`src/rtl/clk_div_prog_if.sv`:
```
// Divisor update port of clk_div_prog: valid/ready transfer of a channel index and a new divisor.
interface clk_div_prog_if #(
   parameter int NUM_CH = 2,
   parameter int CNT_W  = 8
);
   localparam int CH_W = (NUM_CH > 1) ? $clog2(NUM_CH) : 1;

   logic             div_vld;
   logic             div_rdy;
   logic [CH_W-1:0]  div_ch;
   logic [CNT_W-1:0] div_val;

   modport master (
      output div_vld,
      output div_ch,
      output div_val,
      input  div_rdy
   );

   modport slave (
      input  div_vld,
      input  div_ch,
      input  div_val,
      output div_rdy
   );
endinterface

```
`src/rtl/clk_div_prog.sv`:
```
// Multi-channel programmable integer clock divider; divisor changes take effect only at period boundaries.
// Optional macro DIVCLK_ODD_DUTY50_EN adds a negedge flop per channel for 50% duty on odd divisors.
module clk_div_prog #(
   parameter int NUM_CH  = 2,
   parameter int CNT_W   = 8,
   parameter int DEF_DIV = 8
) (
   input  logic              clk,
   input  logic              rst_b,
   clk_div_prog_if.slave     div_if,
   output logic [NUM_CH-1:0] out_clk,
   output logic [NUM_CH-1:0] tick
);
   localparam int               CH_W  = (NUM_CH > 1) ? $clog2(NUM_CH) : 1;
   localparam int               PAD_N = 1 << CH_W;
   localparam logic [CNT_W-1:0] DEF_Q = CNT_W'(DEF_DIV);
   localparam logic [CNT_W-1:0] ONE_Q = CNT_W'(1);
   localparam logic [CNT_W-1:0] TWO_Q = CNT_W'(2);

   logic                 started_r;
   logic [CNT_W-1:0]     div_q_r  [NUM_CH];
   logic [CNT_W-1:0]     cnt_r    [NUM_CH];
   logic [CNT_W-1:0]     pend_d_r [NUM_CH];
   logic [NUM_CH-1:0]    pend_v_r;
   logic [NUM_CH-1:0]    out_pos_r;
   logic [NUM_CH-1:0]    tick_r;

   logic [CNT_W-1:0]     div_q_s  [NUM_CH];
   logic [CNT_W-1:0]     cnt_s    [NUM_CH];
   logic [CNT_W-1:0]     pend_d_s [NUM_CH];
   logic [NUM_CH-1:0]    pend_v_s;
   logic [NUM_CH-1:0]    out_pos_s;
   logic [NUM_CH-1:0]    tick_s;
   logic [NUM_CH-1:0]    acc_s;
   logic [PAD_N-1:0]     pend_pad_s;
   logic                 rdy_s;

   // Ready lookup; indices beyond NUM_CH read as ready and address no channel.
   always_comb begin
      pend_pad_s               = {PAD_N{1'b0}};
      pend_pad_s[NUM_CH-1:0]   = pend_v_r;
      rdy_s                    = ~pend_pad_s[div_if.div_ch];
   end

   assign div_if.div_rdy = rdy_s;

   // Per-channel next state: count, wrap, apply pending divisor, derive next output levels.
   always_comb begin
      for (int i = 0; i < NUM_CH; i++) begin
         acc_s[i]    = div_if.div_vld & rdy_s & (div_if.div_ch == CH_W'(i));
         div_q_s[i]  = div_q_r[i];
         cnt_s[i]    = cnt_r[i];
         pend_v_s[i] = pend_v_r[i];
         pend_d_s[i] = pend_d_r[i];

         if (!started_r) begin
            cnt_s[i] = {CNT_W{1'b0}};
            if (acc_s[i]) begin
               pend_v_s[i] = 1'b1;
               pend_d_s[i] = div_if.div_val;
            end else begin
               pend_v_s[i] = pend_v_r[i];
            end
         end else if (div_q_r[i] < TWO_Q) begin
            // Stopped: a pending value is applied on the very next edge.
            cnt_s[i] = {CNT_W{1'b0}};
            if (pend_v_r[i]) begin
               div_q_s[i]  = pend_d_r[i];
               pend_v_s[i] = 1'b0;
            end else if (acc_s[i]) begin
               pend_v_s[i] = 1'b1;
               pend_d_s[i] = div_if.div_val;
            end else begin
               pend_v_s[i] = pend_v_r[i];
            end
         end else if (cnt_r[i] == (div_q_r[i] - ONE_Q)) begin
            // Period boundary: a request accepted on this edge bypasses the pending slot.
            cnt_s[i] = {CNT_W{1'b0}};
            if (pend_v_r[i]) begin
               div_q_s[i]  = pend_d_r[i];
               pend_v_s[i] = 1'b0;
            end else if (acc_s[i]) begin
               div_q_s[i]  = div_if.div_val;
            end else begin
               div_q_s[i]  = div_q_r[i];
            end
         end else begin
            cnt_s[i] = cnt_r[i] + ONE_Q;
            if (acc_s[i]) begin
               pend_v_s[i] = 1'b1;
               pend_d_s[i] = div_if.div_val;
            end else begin
               pend_v_s[i] = pend_v_r[i];
            end
         end

         out_pos_s[i] = (div_q_s[i] >= TWO_Q) && (cnt_s[i] < (div_q_s[i] >> 1));
         tick_s[i]    = (div_q_s[i] >= TWO_Q) && (cnt_s[i] == {CNT_W{1'b0}});
      end
   end

   // State and output flops; reset also discards any pending update.
   always_ff @(posedge clk or negedge rst_b) begin
      if (!rst_b) begin
         started_r <= 1'b0;
         for (int i = 0; i < NUM_CH; i++) begin
            div_q_r[i]  <= DEF_Q;
            cnt_r[i]    <= {CNT_W{1'b0}};
            pend_d_r[i] <= {CNT_W{1'b0}};
         end
         pend_v_r  <= {NUM_CH{1'b0}};
         out_pos_r <= {NUM_CH{1'b0}};
         tick_r    <= {NUM_CH{1'b0}};
      end else begin
         started_r <= 1'b1;
         for (int i = 0; i < NUM_CH; i++) begin
            div_q_r[i]  <= div_q_s[i];
            cnt_r[i]    <= cnt_s[i];
            pend_d_r[i] <= pend_d_s[i];
         end
         pend_v_r  <= pend_v_s;
         out_pos_r <= out_pos_s;
         tick_r    <= tick_s;
      end
   end

   assign tick = tick_r;

`ifdef DIVCLK_ODD_DUTY50_EN
   logic [NUM_CH-1:0] out_neg_r;
   logic [NUM_CH-1:0] odd_s;

   // Half-cycle delayed copy of the high phase, used only for odd divisors.
   always_ff @(negedge clk or negedge rst_b) begin
      if (!rst_b) begin
         out_neg_r <= {NUM_CH{1'b0}};
      end else begin
         out_neg_r <= out_pos_r;
      end
   end

   // Odd flag follows the divisor of the period currently on the output.
   always_comb begin
      for (int i = 0; i < NUM_CH; i++) begin
         odd_s[i] = div_q_r[i][0];
      end
   end

   assign out_clk = out_pos_r | (out_neg_r & odd_s);
`else
   assign out_clk = out_pos_r;
`endif

endmodule

```
`src/flat_wrapper.sv`:
```
// flat-port wrapper written by rule: the top's interface ports become plain ports
module clk_div_prog_flat 
#(
   parameter int NUM_CH  = 2,
   parameter int CNT_W   = 8,
   parameter int DEF_DIV = 8
)
  (clk, rst_b, out_clk, tick, div_if_div_vld, div_if_div_ch, div_if_div_val, div_if_div_rdy);
  clk_div_prog_if #(.NUM_CH(NUM_CH), .CNT_W(CNT_W)) div_if_i ();
  input  logic clk;
  input  logic rst_b;
  output logic [NUM_CH-1:0] out_clk;
  output logic [NUM_CH-1:0] tick;
  input wire logic [$bits(div_if_i.div_vld)-1:0] div_if_div_vld;
  input wire logic [$bits(div_if_i.div_ch)-1:0] div_if_div_ch;
  input wire logic [$bits(div_if_i.div_val)-1:0] div_if_div_val;
  output wire logic [$bits(div_if_i.div_rdy)-1:0] div_if_div_rdy;
  assign div_if_i.div_vld = div_if_div_vld;
  assign div_if_i.div_ch = div_if_div_ch;
  assign div_if_i.div_val = div_if_div_val;
  assign div_if_div_rdy = div_if_i.div_rdy;
  clk_div_prog #(.NUM_CH(NUM_CH), .CNT_W(CNT_W), .DEF_DIV(DEF_DIV)) u_core (.clk(clk), .rst_b(rst_b), .div_if(div_if_i), .out_clk(out_clk), .tick(tick));
endmodule
```
`config.mk`:
```
export PLATFORM = sky130hd
export DESIGN_NAME = clk_div_prog_flat
export DESIGN_NICKNAME = d
export VERILOG_FILES = /design/src/rtl/clk_div_prog_if.sv /design/src/rtl/clk_div_prog.sv /design/src/flat_wrapper.sv
export SDC_FILE = /design/constraint.sdc
export NUM_CORES = 1
export LEC_CHECK = 0
export ABC_AREA = 1
export BUFFER_PORTS_ARGS = -buffer_cell sky130_fd_sc_hd__buf_4
export CORE_MARGIN = 2
export CORE_UTILIZATION = 45
export CTS_BUF_LIST = sky130_fd_sc_hd__clkbuf_8 sky130_fd_sc_hd__clkbuf_16
export CTS_CLUSTER_DIAMETER = 40
export DETAILED_ROUTE_END_ITERATION = 12
export GPL_ROUTABILITY_DRIVEN = 0
export HOLD_SLACK_MARGIN = 0.15
export PLACE_DENSITY = 0.72
export SKIP_CTS_REPAIR_TIMING = 1
export SYNTH_ARGS = -nofsm -noshare
export SYNTH_HDL_FRONTEND = slang
export SYNTH_SLANG_ARGS = --single-unit
export TNS_END_PERCENT = 100
```
`constraint.sdc`:
```
create_clock -name clk -period 6.8 [get_ports clk]
set_clock_uncertainty 0.2 [all_clocks]
set_input_delay 0 -clock clk [delete_from_list [all_inputs] [get_ports clk]]
set_output_delay 0 -clock clk [all_outputs]
set_load 0.05 [all_outputs]
```
Yosys cells after proc, flatten, opt, wreduce, memory -nomap -nowiden
Cells that the tools add are included.
- register bits: 55
- input port bits: 12
- output and inout port bits: 5
- logic and storage cells: 82
- add/subtract/negate cells: 4
- magnitude comparators: 7
- eq/ne operators: 6
- mux-type cells: 42
- bitwise operators: 5
- reductions and logical operators: 8
- operators with widths (kind ; count):
    8-bit 2-to-1 mux ; 28
    8-bit by 1-bit adder with 8-bit output, second input constant ; 2
    8-bit equality test ; 2
    8-bit by 2-bit >= comparator with 1-bit output, second input constant ; 2
    8-bit logical NOT ; 2
    8-bit by 2-bit < comparator with 1-bit output, second input constant ; 2
    8-bit by 7-bit < comparator with 1-bit output ; 2
    8-bit by 1-bit subtractor with 8-bit output, second input constant ; 2
    1-bit 2-to-1 mux ; 14
    3-bit inequality test, second input constant ; 4
    1-bit logical AND ; 4
    2-bit AND reduction ; 2
    1-bit AND ; 3
    1-bit by 2-bit < comparator with 1-bit output, second input constant ; 1
    1-bit inverter ; 2

Depth between registers and ports, before layout
Gate-level depths: netlist (run 1).
- depth in word-level cells: 12
- mapped depth: 23
- depth with buffers taken out: 23

Worst setup path before layout (run 1)
Ideal clock, no wire load.
- kind: register to register
- from: register u_core.div_q_r[9] in the netlist's numbering
- to: register u_core.out_pos_r[0] (netlist: u_core.out_clk[0])
- library setup time: 0.073 ns
- arrival: 2.407 ns
- required time: 6.527 ns
- path slack: 4.120 ns
- cell stages (with the launch flop): 22
- buffers on the path: 0
- clock period less this slack: 2.680 ns
- cell sequence: dfrtp_1 -> inv_1 -> ha_1 -> inv_1 -> nand2_1 -> nand2_1 -> nor2_2 -> nand3_2 -> nor2_4 -> nand2_2 -> nor2_4 -> nand2_1 -> nand2_1 -> nand2_1 -> a21oi_2 -> inv_1 -> ha_1 -> a21oi_1 -> o221ai_1 -> inv_1 -> nand2_1 -> a21oi_2
- RTL lines (element ; line ; text):
    start: declaration ; clk_div_prog.sv:21 ; logic [CNT_W-1:0] div_q_r [NUM_CH];
    start signal: indexed assignment ; clk_div_prog.sv:117 ; div_q_r[i] <= div_q_s[i];
    end signal: assignment ; clk_div_prog.sv:112 ; out_pos_r <= {NUM_CH{1'b0}};
    end signal: assignment ; clk_div_prog.sv:122 ; out_pos_r <= out_pos_s;
    end: declaration ; clk_div_prog.sv:25 ; logic [NUM_CH-1:0] out_pos_r;

==> results of run 1 <==
==> state kept, by name, summed over array words and instances, names as in the netlist <==
register and cells:
u_core.tick 2, u_core.pend_d_r 16, u_core.out_clk 2, u_core.pend_pad_s 2, u_core.started_r 1, u_core.div_q_r 16, u_core.cnt_r 16
==> routing by layer <==
layer,part of all wire (%),track usage (%)
met1,45,26.6
met2,50,34.9
met3,3.7,2.19
met4,1.6,5.23
met5,0,0
==> area by class of cell <==
cell class                      instances  area, um2  area share, %
Timing Repair Buffer                   30        260           5.43
Tap cell                              129        161           3.37
Sequential cell                        55       1380           28.8
Clock inverter                          2       35.0          0.731
Clock buffer                            6       82.6           1.72
Multi-Input combinational cell        443       2530           52.9
Inverter                               88        339           7.08
==> metrics by stage <==
| step | setup slack, ns | total power [mW] | utilization (%) | instances |
|---|---|---|---|---|
| 6_report | 3.59 | 1.32 | 51.6 | 753 |
| 4_1_cts | 3.74 | 1.32 | 50.1 | 739 |
| 5_1_grt | 3.34 | 1.44 | 51.6 | 753 |
| 3_5_place_dp | 3.76 | 1.09 | 48.8 | 731 |
| 3_3_place_gp | 3.82 | 1.07 | 48.8 | 731 |
| 2_1_floorplan | 4.12 | 0.959 | - | 594 |
==> cells in the mapped netlist (5+ instances only) <==
cell,count
a21oi_1,11
nand2_1,178
o21ai_0,35
nor2_4,8
inv_2,12
nor2_1,42
nor3_1,5
xor2_1,11
nor2_2,12
dfrtp_1,53
nand2_4,5
inv_1,73
ha_1,16
nand3_1,15
nand3_2,12
o21ai_1,17
nand2_2,31
==> tightest hold or removal path, cell delays in order (launching register included) <==
cell	delay, ns
dfrtp_1	0.35
nand2_1	0.05
o21ai_1	0.06
==> cell usage in the layout, fill, tap and decap left out, types with 12 or more instances in the layout <==
cell           synthesis  routed
nand3_2               12      12
o21ai_1               17      17
nor2_2                12      12
nand2_2               31      31
nand3_1               15      15
ha_1                  16      16
nor2_1                42      42
dfrtp_1               53      53
buf_4                  2      16
o21ai_0               35      35
nand2_1              178     178
inv_1                 73      73
inv_2                 12      12
dlygate4sd3_1          0      14
==> worst max-delay path by stage <==
stage                         startpoint           endpoint  slack, ns  cells past startpoint
floorplan              u_core.div_q_r[9]  u_core.out_clk[0]       4.12                     21
global placement       u_core.div_q_r[9]  u_core.out_clk[0]       3.82                     21
detailed placement     u_core.div_q_r[9]  u_core.out_clk[0]       3.76                     20
CTS                    u_core.div_q_r[9]  u_core.out_clk[0]       3.74                     20
global route        u_core.pend_pad_s[0]  u_core.out_clk[0]       3.34                     16
finish              u_core.pend_pad_s[0]  u_core.out_clk[0]       3.59                     16
==> power by group <==
part	switching, mW	leakage [nW]	total, mW	internal (mW)
sequential	0.0816	0.687	0.487	0.405
combinational	0.393	1.64	0.606	0.212
clock	0.108	0.0612	0.228	0.119
total	0.583	2.39	1.32	0.737
==> kinds of logic after synthesis <==
| group | after synthesis |
|---|---|
| compound gates | 78 |
| xor+xnor | 15 |
| fa+ha+maj | 16 |
| buf+inv | 96 |
| flops | 55 |
| other cells | 1 |
| simple gates | 333 |
==> summary.txt, run 1 <==
Run status
  • Status: finished clean

Power and ir drop
  • Maximum VDD drop: 0.132 mV
  • Pwr dens: 275 nW/um2
  • Lkg Pwr: 2.39 nW

Cells and area
  • Final Instance Area: 4790 um2
  • Antenna Cells: 0
  • Layout cells sized above 1: 21.2%
  • Syn-to-layout area delta: 11.3%
  • Nets: 651
  • # fillers: 907

Timing
  • # setup viols final: 0
  • Fmax: 0.312 GHz
  • Setup total negative slack: 0 ns
  • Period utilization: 47.1%
  • Shortest period the worst path allows: 3.21 ns
  • Rel. slew slack: 52.9%
  • RSZ-0062 raised after global routing: false
  • Final hold vios: 0
  • Worst-margin pin slew: 0.706 ns
  • Hold Slack: 0.299 ns
  • Max-slew violations: 0

Placed design
  • IO buf count: 16
  • Area of placed instances: 4530 um2
  • DP Wirelength: 7400 um

Yosys
  • Synth top area cells: dfrtp_1, nand2_1, inv_1, ha_1, nand2_2
  • Post-synth EDFFs: 0
  • Synthesized Nets: 622
  • Async SR Flop Fraction: 100%
  • Syn avg cell area: 7.25 um2
  • Top cell type by total area after synthesis: dfrtp_1
  • Post-Syn Area: 4310 um2
  • Complex-gate fraction of the synthesized area: 9.99%
  • Ys flop type: dfrtp_1
  • Seq cells post-synth: 55
  • Simple-gate share of the synthesized area: 41.1%
  • Multiplexer share of the synthesized area: 0%
  • Syn Inst Count: 594
  • Top cell type's share of synthesized area: 30.8%
  • Combinational family with the most area after synthesis: simple AND/OR/NAND/NOR gates
  • Yosys cell types: 47
  • XOR/XNOR Fraction of Synth Area: 3.05%
  • Synth Area in Adders: 4.65%
  • Sequential share of the synthesized area: 32.0%
  • Synth warnings: 0

Routing
  • WL/cell: 12.9 um
  • Routed Antenna Nets: 0
  • Residual DRC: 0
  • First DRT Iteration DRCs: 129
  • Via count: 3,804
  • Initial DRT Pass Iterations: 5
  • Total Wirelength: 9730 um
  • Vias per cell: 5.05

Floorplan
  • Die Y: 102 um
  • Die area: 10,400 um2
  • Initial Util: 46.4%
  • # rows: 35
  • Area of the core: 9280 um2
  • Die Width: 102 um
  • Ports: 17

Worst setup path
  • Critical path class: reg -> reg
  • Worst R2R Setup Slack: 3.59 ns
  • CP arrival: 3.24 ns
  • Worst stage delay on the critical path: 0.66 ns
  • R2r startpoint: u_core.pend_pad_s[0]
  • Worst path top cell family by delay: simple AND/OR/NAND/NOR gates
  • Critical path cell sequence: nor3_2 -> dlygate4sd3_1 -> nor2_1 -> inv_1 -> nand2_2 -> nand2_2 -> nand2_4 -> nand2_2 -> nand2_2 -> inv_1 -> ha_1 -> inv_1 -> o221ai_1 -> inv_1 -> nand2_1 -> a21oi_2
  • CP max stage cell: dlygate4sd3_1
  • CP Launch Type: register
  • Crit. End Element: register
  • Worst EP required: 6.84 ns
  • WP buf/inv: 5
  • Reg2Reg Depth: 16
  • CP max FO: 16
  • FF-to-FF End: u_core.out_clk[0]

Min path
  • Hold Startpoint: u_core.pend_d_r[6]
  • Min-Delay Endpoint: u_core.pend_d_r[6]
  • WHS Path Cells: 2
  • Hold Crit Class: reg -> reg

Global routing
  • Gr ovfl total: 0
  • Gr usage total: 20.0%
  • First-pass GRT wire length: 16,800 um
  • Initial antenna violation count: 0
  • Vias in the first global route: 3,669
  • Largest net degree at the start of global routing: 56

CTS
  • Worst-path clk slew: 0.10 ns
  • Total CTS buffers: 5
  • Clock Tree Buf Depth: 2
  • Clock Sink Count: 55
  • Htree depth: 2
  • Root Driver: clkbuf_8
  • CTS tree: yes
  • Skew-Pair Late Insertion Delay: 0.31 ns

Job
  • # Max-Cap Violations: 0
Note: power is estimated with default switching activity, not from simulation.
==> inputs of run 2 (changes only) <==
--- a/config.mk
+++ b/config.mk
@@ -5,7 +5,7 @@
 export SDC_FILE = /design/constraint.sdc
 export NUM_CORES = 1
 export LEC_CHECK = 0
-export ABC_AREA = 1
+export ABC_AREA = 0
 export BUFFER_PORTS_ARGS = -buffer_cell sky130_fd_sc_hd__buf_4
 export CORE_MARGIN = 2
 export CORE_UTILIZATION = 45
==> constraint.sdc (replaced) <==
create_clock -name clk -period 3.29 [get_ports clk]
set_clock_uncertainty 0.2 [all_clocks]
set_input_delay 0 -clock clk [delete_from_list [all_inputs] [get_ports clk]]
set_output_delay 0 -clock clk [all_outputs]
set_load 0.05 [all_outputs]
==> run 2 against run 1 <==
The run now ends with negative setup slack left. Wire length rose by 7.2%. Core utilization grew 9.5 points. Total power is 63% higher. Critical endpoint is now u_core.out_clk[1]. Largest power group is now registers. Highest routed layer unchanged.
==> summary.txt, run 2 <==
Min path
  • Min-Delay Endpoint: u_core.pend_pad_s[0]
  • Hold Startpoint: div_if_div_vld
  • WHS Path Cells: 5 (+3)
  • Hold Crit Class: in -> reg

Yosys
  • Syn avg cell area: 8.89 um2 (+23%)
  • Top cell type by total area after synthesis: dfrtp_1
  • Post-Syn Area: 3690 um2 (-14%)
  • Ys flop type: dfrtp_1
  • Seq cells post-synth: 55 (unchanged)
  • Async SR Flop Fraction: 100% (unchanged)
  • Post-synth EDFFs: 0 (unchanged)
  • Sequential share of the synthesized area: 37.4% (+5.4 points)
  • Syn Inst Count: 415 (-30%)
  • Synth top area cells: dfrtp_1, ha_1, mux2_2, xnor2_1, o21ai_0
  • Yosys cell types: 64 (+36%)
  • Synth warnings: 0 (unchanged)
  • Top cell type's share of synthesized area: 35.9% (+5.1 points)
  • Synthesized Nets: 443 (-29%)
  • Post-synth top cells: dfrtp_1, nor2_1, nand2_1
  • Most instantiated library cell after synthesis: dfrtp_1

Timing
  • Final hold vios: 0 (unchanged)
  • Hold Slack: 0.119 ns (-0.180 ns)
  • # setup viols final: 4 (+4)
  • RSZ-0062 raised after global routing: true
  • Final worst setup slack: -0.362 ns (-3.96 ns)
  • Worst-margin pin slew: 0.704 ns (-0.00216 ns)
  • Period utilization: 111% (+64 points)
  • Setup total negative slack: -0.594 ns (-0.594 ns)
  • Max-slew violations: 0 (unchanged)
  • Shortest period the worst path allows: 3.65 ns (+0.447 ns)
  • Fmax: 0.274 GHz (-12%)
  • Rel. slew slack: 52.6% (-0.35 points)

Global routing
  • Gr ovfl total: 0 (unchanged)
  • Vias in the first global route: 3,479 (-5.2%)
  • Largest net degree at the start of global routing: 56 (unchanged)
  • Gr usage total: 23.0% (+2.9 points)
  • Initial antenna violation count: 0 (unchanged)
  • First-pass GRT wire length: 16,300 um (-2.6%)

Power and ir drop
  • Pwr dens: 435 nW/um2 (+58%)
  • Internal: 1.39 mW (+89%)
  • Power after layout: 2.15 mW (+63%)
  • Maximum VDD drop: 0.302 mV (+130%)
  • Lkg Pwr: 2.21 nW (-7.4%)
  • Clock power share: 18.0% (+0.7 points)
  • Combinational power share: 39.1% (-6.8 points)
  • Switching power total: 0.765 mW (+31%)
  • Seq pwr share: 42.8% (+5.9 points)
  • Switching Fraction: 35.5% (-8.7 points)

Worst setup path
  • CP arrival: 3.70 ns (+0.46 ns)
  • CP max FO: 4 (-12)
  • CP Launch Point: u_core.div_q_r[4]
  • Worst stage delay on the critical path: 0.54 ns (-0.12 ns)
  • CP Launch Type: register
  • R2r startpoint: u_core.div_q_r[4]
  • Critical path class: reg -> reg
  • Worst R2R Setup Slack: -0.36 ns (-3.96 ns)
  • CP max stage cell: or4_4
  • FF-to-FF End: u_core.out_clk[1]
  • Worst EP required: 3.34 ns (-3.50 ns)
  • Critical path cell sequence: or4_4 -> or3_1 -> a211oi_2 -> o211a_1 -> and3_4 -> buf_6 -> a311oi_4 -> ha_1 -> a21oi_2 -> o211ai_1 -> o21ai_1 -> and4b_1
  • Crit. End Element: register
  • Reg2Reg Depth: 12 (-4)

Cells and area
  • Antenna Cells: 0 (unchanged)
  • Finished Core Util: 61.1% (+9.5 points)
  • # fillers: 679 (-25%)
  • Non-filler cells, final: 617 (-18%)
  • Largest registers: u_core.cnt_r (16), u_core.div_q_r (16), u_core.pend_d_r (16)
  • Layout cells sized above 1: 33.6% (+12 points)
  • Commonest non-fill, non-tap cell in the layout: buf_4
  • Nets: 540 (-17%)
  • Commonest non-fill, non-tap cells in the layout: buf_4, dfrtp_1, nor2_1
  • Final Instance Area: 4950 um2 (+3.3%)
  • Syn-to-layout area delta: 34.1%

CTS
  • Worst-path clk slew: 0.10 ns (about the same)
  • Clock Sink Count: 55 (unchanged)
  • CTS tree: yes
  • Skew-Pair Late Insertion Delay: 0.31 ns (about the same)
  • Clock Tree Buf Depth: 2 (unchanged)
  • Root Driver: clkbuf_8
  • Total CTS buffers: 5 (unchanged)
  • Htree depth: 2 (unchanged)

Floorplan
  • Ports: 17 (unchanged)
  • # rows: 33 (-5.7%)
  • Die Width: 94.6 um (-7.1%)
  • Area of the core: 8090 um2 (-13%)
  • Die Y: 94.6 um (-7.1%)
  • Initial Util: 45.6% (-0.79 points)
  • Die area: 8940 um2 (-14%)

Routing
  • Routed wl met2: 5070 um (+3.9%)
  • First DRT Iteration DRCs: 202 (+57%)
  • Top layer in use: met4
  • Routed Antenna Nets: 0 (unchanged)
  • Via count: 3,581 (-5.9%)
  • Routed wl met3: 533 um (+49%)
  • Vias per cell: 5.80 (+15%)
  • Residual DRC: 0 (unchanged)
  • Total Wirelength: 10,400 um (+7.2%)
  • WL met1: 4490 um (+3.4%)
  • WL/cell: 16.9 um (+31%)
  • Initial DRT Pass Iterations: 5 (unchanged)

Placed design
  • IO buf count: 16 (unchanged)
  • DP Wirelength: 7490 um (+1.2%)
  • Placed cells: 590 (-19%)
  • Pre-CTS setup slack: -0.294 ns (-4.05 ns)
  • Area of placed instances: 4480 um2 (-1.2%)

Run status
  • Status: finished with violations
  • Failing checks: negative setup slack

Job
  • # Max-Cap Violations: 0 (unchanged)
==> run 2: cell types whose count changed in the layout (fill, tap and decap cells not counted), sizes merged, moves of 9 or more <==
| cell | change |
|---|---|
| and3 | +10 |
| xnor2 | +12 |
| buf | +83 |
| nor2 | -30 |
| nand2 | -182 |
| mux2 | +16 |
| o21ai | -27 |
| inv | -62 |
| nor4 | +9 |
==> run 2: area by class of cell <==
type / instances / area [um2] / area share [%]
Timing Repair Buffer: 110 / 877 / 17.7
Clock inverter: 1 / 5.00 / 0.101
Sequential cell: 55 / 1380 / 27.9
Tap cell: 105 / 131 / 2.65
Clock buffer: 6 / 82.6 / 1.67
Inverter: 24 / 90.1 / 1.82
Multi-Input combinational cell: 316 / 2380 / 48.1
==> run 2: power groups by stage <==
stage / Combinational (mW) / Sequential [mW] / Clock (mW)
floorplan: 0.473 / 0.899 / 0
global placement: 0.691 / 0.921 / 0
detailed placement: 0.711 / 0.927 / 0
CTS: 0.714 / 0.915 / 0.389
global route: 0.922 / 0.939 / 0.414
finish: 0.843 / 0.923 / 0.389
==> run 2: cell families (layout without fill, tap and decap cells) <==
| kind of cell | count (synthesis) | in the layout | synth area share (%) |
|---|---|---|---|
| xor gates and xnor gates | 31 | 31 | 7.36 |
| AOI/OAI and AO/OA | 95 | 95 | 18.1 |
| other | 1 | 1 | 0.102 |
| and+or+nand+nor | 154 | 154 | 21.2 |
| buffers and inverters | 44 | 141 | 4.78 |
| DFF | 55 | 55 | 37.4 |
| muxes | 19 | 19 | 5.70 |
| adders and majority gates | 16 | 16 | 5.43 |
==> run 2: worst max path at each step <==
stage / end / slack [ns] / cells after the start
floorplan: u_core.out_clk[1] / -0.25 / 15
global placement: u_core.out_clk[1] / -0.19 / 13
detailed placement: u_core.out_clk[1] / -0.29 / 13
CTS: u_core.out_clk[1] / -0.33 / 13
global route: u_core.out_clk[1] / -0.46 / 13
finish: u_core.out_clk[1] / -0.36 / 12
==> run 2: critical path, delay by kind of cell, from the launching register on <==
kind / cells / cell delay (ns)
AO/OA/AOI/OAI: 6 / 1.12
AND/OR/NAND/NOR: 4 / 1.35
adder cells (fa/ha/maj): 1 / 0.37
buffers and inverters: 1 / 0.12
flip-flops: 1 / 0.43
==> run 2: metal layers <==
metal  vias up  global-route usage [%]
met5         -                       0
met4         0                    8.45
met3        39                    3.11
met2       135                    37.4
met1      1717                    31.3
li1       1690                       -
